==> src/rtl/servo_pwm_out.sv <==
// Servo PWM output stage.
// Turns a pulse-width command in microseconds, written from an unrelated
// clock domain, into a fixed-period servo pulse on the system clock. The
// command is captured only once it has settled and is then clamped to the
// mechanical limits. Pulse width changes only at a period boundary, and by
// no more than a fixed slew step per period.

`timescale 1ns/1ps

module servo_pwm_out #(
  parameter int CLK_DIV    = 100,    // system clocks per microsecond tick
  parameter int PERIOD_US  = 20000,  // PWM period in microseconds
  parameter int MIN_US     = 800,    // lower pulse-width limit
  parameter int MAX_US     = 2150,   // upper pulse-width limit
  parameter int DEFAULT_US = 1500,   // reset / centre pulse width
  parameter int SLEW_US    = 60      // max change of active_us per period
) (
  input  logic        clk,
  input  logic        resetn,
  input  logic        enable_in,
  input  logic [14:0] pwm_thres_in,
  output logic        pwm_out,
  output logic [14:0] active_us,
  output logic        period_start,
  output logic        clamped
);

  // ---------------------------------------------------------------------------
  // Derived constants, all sized to the datapaths they are compared against.
  // A divider of 1 still needs a 1-bit prescaler that simply ticks every cycle.
  // ---------------------------------------------------------------------------
  localparam int                PRE_W      = (CLK_DIV > 1) ? $clog2(CLK_DIV) : 1;
  localparam logic [PRE_W-1:0]  PRE_LAST   = PRE_W'(CLK_DIV - 1);
  localparam logic [PRE_W-1:0]  PRE_ONE    = PRE_W'(1);
  localparam logic [14:0]       US_LAST    = 15'(PERIOD_US - 1);
  localparam logic [14:0]       MIN_V      = 15'(MIN_US);
  localparam logic [14:0]       MAX_V      = 15'(MAX_US);
  localparam logic [14:0]       DEF_V      = 15'(DEFAULT_US);
  localparam logic signed [15:0] SLEW_POS  = 16'(SLEW_US);
  localparam logic signed [15:0] SLEW_NEG  = -SLEW_POS;

  // Output state machine encoding.
  localparam logic [1:0] ST_DISABLED = 2'd0;
  localparam logic [1:0] ST_ARMED    = 2'd1;
  localparam logic [1:0] ST_RUN      = 2'd2;

  // ---------------------------------------------------------------------------
  // Registers and their next-state values.
  // ---------------------------------------------------------------------------
  logic [PRE_W-1:0] pre_cnt_q,      pre_cnt_d;
  logic [14:0]      us_cnt_q,       us_cnt_d;
  logic             period_start_q, period_start_d;
  logic [14:0]      samp0_q,        samp0_d;
  logic [14:0]      samp1_q,        samp1_d;
  logic [14:0]      stable_q,       stable_d;
  logic [14:0]      active_q,       active_d;
  logic             clamped_q,      clamped_d;
  logic [1:0]       state_q,        state_d;
  logic             pwm_q,          pwm_d;

  // Combinational helpers.
  logic               us_tick;
  logic               boundary;
  logic [14:0]        target;
  logic               clamp_hit;
  logic signed [15:0] diff;
  logic signed [15:0] slew_step;
  logic signed [15:0] slewed;
  logic               unused_slewed_msb;

  // Prescaler and period counter; the period boundary is the us_cnt wrap.
  always_comb begin
    us_tick        = (pre_cnt_q == PRE_LAST);
    pre_cnt_d      = us_tick ? '0 : (pre_cnt_q + PRE_ONE);
    boundary       = us_tick && (us_cnt_q == US_LAST);
    us_cnt_d       = us_cnt_q;
    if (us_tick) begin
      us_cnt_d = (us_cnt_q == US_LAST) ? 15'd0 : (us_cnt_q + 15'd1);
    end
    period_start_d = boundary;
  end

  // Two-stage capture of the foreign-domain command. A value is accepted only
  // when both stages agree, so a word caught half-way through a multi-bit
  // change (the two stages differ) never reaches stable_q.
  always_comb begin
    samp0_d  = pwm_thres_in;
    samp1_d  = samp0_q;
    stable_d = (samp0_q == samp1_q) ? samp1_q : stable_q;
  end

  // Clamp the settled command, then move active_us toward it by at most one
  // slew step. Both results are only committed on a period boundary. Because
  // active_us starts inside the limits and each step never overshoots the
  // clamped target, the result always stays within [MIN_US, MAX_US].
  always_comb begin
    target    = stable_q;
    clamp_hit = 1'b0;
    if (stable_q < MIN_V) begin
      target    = MIN_V;
      clamp_hit = 1'b1;
    end else if (stable_q > MAX_V) begin
      target    = MAX_V;
      clamp_hit = 1'b1;
    end

    diff = $signed({1'b0, target}) - $signed({1'b0, active_q});
    if (diff > SLEW_POS) begin
      slew_step = SLEW_POS;
    end else if (diff < SLEW_NEG) begin
      slew_step = SLEW_NEG;
    end else begin
      slew_step = diff;
    end

    // The sum is always a legal non-negative pulse width, so bit 15 is zero.
    slewed            = $signed({1'b0, active_q}) + slew_step;
    unused_slewed_msb = slewed[15];

    active_d  = boundary ? slewed[14:0] : active_q;
    clamped_d = boundary ? clamp_hit    : clamped_q;
  end

  // Enable state machine plus the registered pin value. ARMED waits for a
  // boundary so the first pulse after enabling is always full width; RUN
  // drops out immediately when enable falls, truncating any pulse in flight.
  always_comb begin
    state_d = state_q;
    case (state_q)
      ST_DISABLED: begin
        if (enable_in) begin
          state_d = ST_ARMED;
        end
      end
      ST_ARMED: begin
        if (!enable_in) begin
          state_d = ST_DISABLED;
        end else if (boundary) begin
          state_d = ST_RUN;
        end
      end
      ST_RUN: begin
        if (!enable_in) begin
          state_d = ST_DISABLED;
        end
      end
      default: begin
        state_d = ST_DISABLED;
      end
    endcase

    pwm_d = (state_q == ST_RUN) && (us_cnt_q < active_q);
  end

  // Timebase registers: prescaler, microsecond counter, boundary strobe.
  always_ff @(posedge clk or negedge resetn) begin
    if (!resetn) begin
      pre_cnt_q      <= '0;
      us_cnt_q       <= 15'd0;
      period_start_q <= 1'b0;
    end else begin
      pre_cnt_q      <= pre_cnt_d;
      us_cnt_q       <= us_cnt_d;
      period_start_q <= period_start_d;
    end
  end

  // Command capture registers; they come up holding the centre position.
  always_ff @(posedge clk or negedge resetn) begin
    if (!resetn) begin
      samp0_q  <= DEF_V;
      samp1_q  <= DEF_V;
      stable_q <= DEF_V;
    end else begin
      samp0_q  <= samp0_d;
      samp1_q  <= samp1_d;
      stable_q <= stable_d;
    end
  end

  // Pulse width in use and the clamp flag of the last loaded target.
  always_ff @(posedge clk or negedge resetn) begin
    if (!resetn) begin
      active_q  <= DEF_V;
      clamped_q <= 1'b0;
    end else begin
      active_q  <= active_d;
      clamped_q <= clamped_d;
    end
  end

  // State and output pin; reset forces the pin low without waiting for clk.
  always_ff @(posedge clk or negedge resetn) begin
    if (!resetn) begin
      state_q <= ST_DISABLED;
      pwm_q   <= 1'b0;
    end else begin
      state_q <= state_d;
      pwm_q   <= pwm_d;
    end
  end

  assign pwm_out      = pwm_q;
  assign active_us    = active_q;
  assign period_start = period_start_q;
  assign clamped      = clamped_q;

  // The pulse must always end inside its period; a MAX_US at or beyond the
  // period length is a parameterisation error and stops simulation.
  assert property (@(posedge clk) disable iff (!resetn)
                   (MAX_US < PERIOD_US) && (active_q <= US_LAST))
    else $fatal(1, "servo_pwm_out: pulse width reaches the PWM period");

endmodule

==> config.mk <==
export PLATFORM = sky130hd
export DESIGN_NAME = servo_pwm_out
export DESIGN_NICKNAME = d
export VERILOG_FILES = /design/src/rtl/servo_pwm_out.sv
export SDC_FILE = /design/constraint.sdc
export NUM_CORES = 1
export LEC_CHECK = 0
export ABC_AREA = 1
export BUFFER_PORTS_ARGS = -buffer_cell sky130_fd_sc_hd__buf_2
export CAP_MARGIN = 20
export CORE_MARGIN = 5
export CORE_UTILIZATION = 50
export DETAILED_ROUTE_END_ITERATION = 16
export PLACE_DENSITY = 0.74
export SETUP_SLACK_MARGIN = 0.2
export SLEW_MARGIN = 20
export SYNTH_ARGS = -nofsm -noshare
export SYNTH_HDL_FRONTEND = slang
export SYNTH_SLANG_ARGS = --single-unit
==> constraint.sdc <==
create_clock -name clk -period 5.1 [get_ports clk]
set_clock_uncertainty 0.1 [all_clocks]
set_input_delay 0.765 -clock clk [delete_from_list [all_inputs] [get_ports clk]]
set_output_delay 0.765 -clock clk [all_outputs]
set_load 0.02 [all_outputs]
==> flow_metrics.py, run 1 <==
metrics = {
    "routing": {
        "route.detailed.vias_per_inst": 5.30,
        "drt_drc_violations_left": 0,
        "count_of_nets_left_with_antenna_violations_after_detail_routing": 0,
        "wire_per_inst_um": 13.9,
        "first_iter_violations": 304,
        "route.final.wire_length_mm": 13.0,
        "vias": 4957,
        "firstDrtPassIters": 5,
    },
    "synthesis": {
        "ys.flop_type": "sky130_fd_sc_hd__dfrtp_1",
        "synthesis.instances": 737,
        "syn_area_per_cell_um2": 7.72,
        "synth.ff_latch_count": 87,
        "synthDistinctLibCells": 47,
        "area_of_the_mapped_netlist_mm2": 0.00569,
        "synth_sequential_area_ratio": 0.389,
        "asyncSetResetFlopFracSynth": 1.00,
        "synth_edf_count": 0,
        "yosys_warnings": 0,
    },
    "layout": {
        "most_frequent_cells_in_the_layout": "sky130_fd_sc_hd__nand2_1 (174), sky130_fd_sc_hd__inv_1 (108), sky130_fd_sc_hd__nor2_1 (67)",
        "n_antenna_cell": 0,
        "post_layout_nets": 853,
        "syn2layout_area_growth_pct": 13.1,
        "final_design_area_no_fill_mm2": 0.00644,
        "final_layout_size_suffix_gt1_frac": 0.183,
        "multi_input_comb_area_mm2": 0.00309,
        "final_core_util": 0.571,
        "regArea_mm2": 0.00221,
        "final_common_cell": "sky130_fd_sc_hd__nand2_1",
        "fillerInstances": 1036,
    },
    "worst_hold_path": {
        "holdCritStartpoint": "samp0_q[6]",
        "worstHoldPathCells": 0,
        "hold_path.class": "reg2reg",
        "timing.hold.worst_endpoint": "samp1_q[6]",
    },
    "placement": {
        "gp_routability_congestion": 0.990,
        "place_area_mm2": 0.00605,
        "placement.io_buffers": 35,
        "pre_cts_ws_ns": 0.366,
        "hpwl_mm": 9.94,
    },
    "timing": {
        "max_slew_margin": 0.525,
        "timing_worst_slew_pin_value_ns": 0.710,
        "setup_repair_after_global_routing_missed_its_margin": "false",
        "achievable-frequency_mhz": 216,
        "setup_ws_ns": 0.475,
        "final_max_slew_violation_count": 0,
        "period_minus_ws_final_ns": 4.63,
        "post-route-period-util": 0.907,
        "fin_setup_tns_ns": 0,
        "setup_viol": 0,
        "timing_hold_violations_final": 0,
    },
    "die": {
        "core-area_mm2": 0.0113,
        "chip_width_um": 117,
        "floorplan.die_area_mm2": 0.0136,
        "rows": 39,
        "num_io_pins": 36,
        "initial_utilization": 0.505,
        "die_height_um": 117,
    },
    "global_routing": {
        "grtUsageTotal": 0.203,
        "vias_in_the_first_global_route": 4758,
        "grt_util_met1": 0.256,
        "antenna_found_initial": 0,
        "busiest_layer": "met2",
        "grt_util_met3": 0.0440,
        "grt_start_max_net_pins": 45,
        "global_route_wire_length_before_repair_mm": 21.6,
        "overflow": 0,
        "grt.met2_usage": 0.330,
    },
    "cts": {
        "tritoncts": "yes",
        "clock_latency_ns": 0.36,
        "htreeDepth": 3,
        "sink_count": 87,
        "ctsRootBufferMaster": "sky130_fd_sc_hd__clkbuf_16",
        "cts_max_path_buffers": 2,
        "clkSlewWorstSetupHoldPaths_ns": 0.07,
        "cts_buffers": 9,
        "cts_hold_repair.buffers": 0,
    },
    "critical_path": {
        "timing_worst_setup_path_type": "reg2reg",
        "reg2reg_from": "stable_q[14]",
        "critical_path_required_ns": 5.24,
        "cpMostUsedCell": "sky130_fd_sc_hd__nand2_1",
        "worstSetupStartpointType": "register",
        "rr_endpoint": "active_us[13]",
        "critical_path.max_stage_delay_ns": 0.39,
        "worst-r2r-cell-count": 34,
        "largest_fanout_on_the_critical_path": 9,
        "cp_data_arrival_time_ns": 4.76,
        "register_to_register_setup_slack_ns": 0.47,
        "critPathCaptureType": "register",
        "critical-path-slowest-cell": "sky130_fd_sc_hd__ha_2",
    },
    "power_and_ir_drop": {
        "power.ir.vdd_worst_uv": 305,
        "leakagePower_uw": 0.00344,
        "powerDensity_mw_per_mm2": 227,
        "finalPower_uw": 1460,
    },
    "outcome": {
        "status": "completed",
    },
    "job": {
        "drv.max_cap_violation_count": 0,
    },
}
cell families (layout without fill, tap and decap cells):
kind of cell | count (synthesis) | in the layout | share of synthesized area
simple gates | 355 | 355 | 0.284
buf+inv | 121 | 174 | 0.0800
compound gates | 99 | 99 | 0.0970
flops | 87 | 87 | 0.389
fa+ha+maj | 48 | 48 | 0.108
xor+xnor | 22 | 22 | 0.0339
mux | 4 | 4 | 0.00792
other cells | 1 | 3 | 0.000659
timing repair:
item | 4_1_cts | 5_1_grt
setup buffers | 0 | 3
setup endpoints to repair | 0 | 9
gates resized for setup | 0 | 22
worst max-delay path, delay by kind of cell (launching register included):
kind                       cells  cell delay (ns)
AOI/OAI and AO/OA              4             0.55
adders and majority gates      2             0.72
buffers and inverters          5             0.48
DFF                            1             0.38
and+or+nand+nor               23             2.29
where the power goes:
group | internal, µW | total, µW | switching (µW)
Combinational | 38.6 | 104 | 65.4
Clock | 341 | 641 | 300
Sequential | 708 | 717 | 8.51
Total | 1090 | 1460 | 374
state kept, by name (all words and copies together), names as in the netlist:
register / flops
period_start: 1
state_q: 2
active_us: 15
stable_q: 15
pwm_out: 1
us_cnt_q: 15
samp0_q: 15
clamped: 1
samp1_q: 15
pre_cnt_q: 7
through the flow:
step                instances  hold WS (ns)
finish                    935         0.271
global route              935         0.278
CTS                       931         0.272
detailed placement        915         0.262
global placement          915         0.261
floorplan                 739         0.258
synthesized netlist by cell type, types with 2 or more instances:
cell                       number  share of area
sky130_fd_sc_hd__o21ai_0       27          0.024
sky130_fd_sc_hd__nand3_2        2         0.0035
sky130_fd_sc_hd__nor4_1         6         0.0066
sky130_fd_sc_hd__a21oi_1       50          0.044
sky130_fd_sc_hd__nand2_2        8         0.0088
sky130_fd_sc_hd__clkbuf_1       3         0.0020
sky130_fd_sc_hd__inv_2          8         0.0053
sky130_fd_sc_hd__dfstp_2       28           0.13
sky130_fd_sc_hd__nand3_1       46          0.040
sky130_fd_sc_hd__a31oi_1        5         0.0055
sky130_fd_sc_hd__inv_1        108          0.071
sky130_fd_sc_hd__nand2_1      177           0.12
sky130_fd_sc_hd__nor2_2         2         0.0022
sky130_fd_sc_hd__a21oi_4        2         0.0057
sky130_fd_sc_hd__o21ai_1        5         0.0044
sky130_fd_sc_hd__nor2_1        70          0.046
sky130_fd_sc_hd__nand3b_1       3         0.0040
sky130_fd_sc_hd__nand2_4        4         0.0079
sky130_fd_sc_hd__fa_1           2         0.0070
sky130_fd_sc_hd__nor3_2         3         0.0053
sky130_fd_sc_hd__mux2_2         4         0.0079
sky130_fd_sc_hd__a211oi_1       3         0.0040
sky130_fd_sc_hd__nor3_1        12          0.011
sky130_fd_sc_hd__dfrtp_1       59           0.26
sky130_fd_sc_hd__nand4_1       10          0.011
sky130_fd_sc_hd__ha_1          46           0.10
sky130_fd_sc_hd__or2_2          4         0.0044
sky130_fd_sc_hd__xor2_1        20          0.031
sky130_fd_sc_hd__xnor2_1        2         0.0031
worst max path at each step:
stage | from | end | slack, ns | depth (start not counted)
finish | stable_q[14] | active_us[13] | 0.47 | 34
global route | stable_q[14] | active_us[13] | 0.05 | 37
CTS | stable_q[2] | active_us[9] | 0.35 | 31
detailed placement | stable_q[2] | active_us[9] | 0.37 | 31
global placement | stable_q[14] | active_us[9] | 0.55 | 29
floorplan | stable_q[2] | active_us[9] | 0.70 | 31
layout make-up:
type                       count  share of cell area
timing repair buffer          41              0.0352
multi-input combinational    531               0.481
tap                          143              0.0278
sequential                    87               0.344
clock buffer                   9              0.0350
clock inverter                 7             0.00933
inverter                     117              0.0682
per-layer routing:
layer | vias to the layer above | wire (µm) | part of all wire
li1 | 2485 | - | -
met1 | 2285 | 5700 | 0.44
met2 | 147 | 6090 | 0.47
met3 | 40 | 737 | 0.057
met4 | 0 | 460 | 0.035
met5 | - | 0 | 0
(Power assumes the default switching activity.)
==> run 2, diff against run 1 <==
--- a/config.mk
+++ b/config.mk
@@ -8,6 +8,7 @@
 export ABC_AREA = 1
 export BUFFER_PORTS_ARGS = -buffer_cell sky130_fd_sc_hd__buf_2
 export CAP_MARGIN = 20
+export CORE_ASPECT_RATIO = 2
 export CORE_MARGIN = 5
 export CORE_UTILIZATION = 50
 export DETAILED_ROUTE_END_ITERATION = 16
==> run 2 against run 1 <==
Hold slack got worse by 0.0011 ns; global-route usage up 0.95 points; worst setup slack improved by 0.011 ns; critical path depth fell by 2; sequential cell count unchanged; first-iteration DRC count fell by 26%; wire length rose by 7.8%; count of clock-buffer cells in the layout stayed put.
==> flow_metrics.py, run 2 (synthesized netlist as in run 1, its figures left out) <==
metrics = {
    "timing": {
        "setup_repair_after_global_routing_missed_its_margin": "true",
        "final_max_slew_violation_count": 0,
        "post-route-period-util": 0.905,
        "fin_setup_tns_ns": 0,
        "timing_worst_slew_pin_value_ns": 0.736,
        "timing_hold_violations_final": 0,
        "achievable-frequency_mhz": 217,
        "period_minus_ws_final_ns": 4.61,
        "max_slew_margin": 0.508,
        "setup_viol": 0,
    },
    "die": {
        "rows": 55,
        "core-area_mm2": 0.0112,
        "initial_utilization": 0.507,
        "floorplan.die_area_mm2": 0.0137,
        "chip_width_um": 85.4,
        "num_io_pins": 36,
        "die_height_um": 161,
    },
    "global_routing": {
        "overflow": 0,
        "antenna_found_initial": 0,
        "grt_start_max_net_pins": 55,
        "vias_in_the_first_global_route": 5249,
        "grtUsageTotal": 0.212,
        "global_route_wire_length_before_repair_mm": 23.3,
    },
    "routing": {
        "route.final.wire_length_mm": 14.0,
        "drt_drc_violations_left": 0,
        "vias": 5019,
        "wire_per_inst_um": 15.0,
        "route.detailed.vias_per_inst": 5.38,
        "count_of_nets_left_with_antenna_violations_after_detail_routing": 0,
        "first_iter_violations": 224,
        "firstDrtPassIters": 4,
    },
    "critical_path": {
        "cpMostUsedCell": "sky130_fd_sc_hd__nand2_1",
        "critical_path_required_ns": 5.24,
        "timing_worst_setup_path_type": "reg2reg",
        "critPathCaptureType": "register",
        "critical-path-slowest-cell": "sky130_fd_sc_hd__dfstp_2",
        "worstSetupStartpointType": "register",
        "cp_data_arrival_time_ns": 4.76,
        "largest_fanout_on_the_critical_path": 6,
        "critical_path.max_stage_delay_ns": 0.54,
    },
    "outcome": {
        "status": "completed",
    },
    "layout": {
        "post_layout_nets": 852,
        "syn2layout_area_growth_pct": 15.6,
        "multi_input_comb_area_mm2": 0.00323,
        "final_cell_count_no_fill": 933,
        "most_frequent_cells_in_the_layout": "sky130_fd_sc_hd__nand2_1 (166), sky130_fd_sc_hd__inv_1 (108), sky130_fd_sc_hd__nor2_1 (65)",
        "final_layout_size_suffix_gt1_frac": 0.212,
        "final_common_cell": "sky130_fd_sc_hd__nand2_1",
        "n_antenna_cell": 0,
        "regArea_mm2": 0.00221,
        "fillerInstances": 1003,
    },
    "job": {
        "drv.max_cap_violation_count": 0,
    },
    "power_and_ir_drop": {
        "leakagePower_uw": 0.00345,
        "power.ir.vdd_worst_uv": 224,
        "powerDensity_mw_per_mm2": 230,
    },
    "cts": {
        "cts_hold_repair.buffers": 0,
        "clock_latency_ns": 0.35,
        "clkSlewWorstSetupHoldPaths_ns": 0.07,
        "cts_max_path_buffers": 2,
        "ctsRootBufferMaster": "sky130_fd_sc_hd__clkbuf_16",
        "sink_count": 87,
        "tritoncts": "yes",
        "htreeDepth": 3,
        "cts_buffers": 9,
    },
    "worst_hold_path": {
        "hold_path.class": "in2async",
    },
    "placement": {
        "numPlacedInstances": 914,
        "hpwl_mm": 11.0,
        "gp_routability_congestion": 0.950,
        "placement.io_buffers": 35,
    },
}
==> run 2: routing by layer <==
metal	vias to the layer above	share of wire	global-route usage
met5	-	0	0
met1	2359	0.35	0.211
met4	0	0.073	0.156
li1	2469	-	-
met3	61	0.047	0.0364
met2	130	0.53	0.382
==> run 2: what timing repair did <==
item,CTS,global route
endpoints found under the setup margin,0,10
setup buffers,0,2
resized for setup,0,50
endpoints found under the hold margin,0,0
==> run 2: path summary, 6_finish.rpt <==
kind / startpoint / endpoint / slack, ns / depth (start not counted)
max: stable_q[2] / active_us[14] / 0.49 / 32
min reg2reg: samp0_q[2] / samp1_q[2] / 0.27 / 0
min: resetn / us_cnt_q[7] / 0.27 / 1
min in group clk: samp0_q[2] / samp1_q[2] / 0.27 / 0
max in group asynchronous: resetn / stable_q[11] / 3.62 / 2
max reg2reg: stable_q[2] / active_us[14] / 0.49 / 32
==> run 2: final cells by class <==
class,count,share of cell area
clock buffer,9,0.0342
clock inverter,7,0.0122
inverter,117,0.0668
multi-input combinational,531,0.490
sequential,87,0.336
tap,142,0.0270
timing repair buffer,40,0.0333
==> run 2: stage by stage <==
step	total power (µW)	utilization	area, µm²	worst slack, ns	hold slack [ns]
after floorplan	789	-	5700	0.703	0.258
after global placement	824	0.540	6050	0.534	0.263
after detailed placement	827	0.540	6050	0.339	0.264
after CTS	1510	0.567	6360	0.290	0.267
after global routing	1570	0.587	6580	0.140	0.273
final	1510	0.587	6580	0.485	0.270
==> run 2: critical path, delay by kind of cell, from the launching register on <==
kind	cells	cell delay [ns]
AOI/OAI and AO/OA	2	0.29
adders and majority gates	3	0.89
buffers and inverters	3	0.26
DFF	1	0.54
and+or+nand+nor	24	2.44
==> run 2: power breakdown <==
part | leakage (µW) | internal, µW | switching, µW | total [µW]
clock | 0.000148 | 386 | 298 | 684
combinational | 0.00228 | 42.1 | 69.6 | 112
sequential | 0.00103 | 708 | 8.26 | 717
total | 0.00345 | 1140 | 376 | 1510
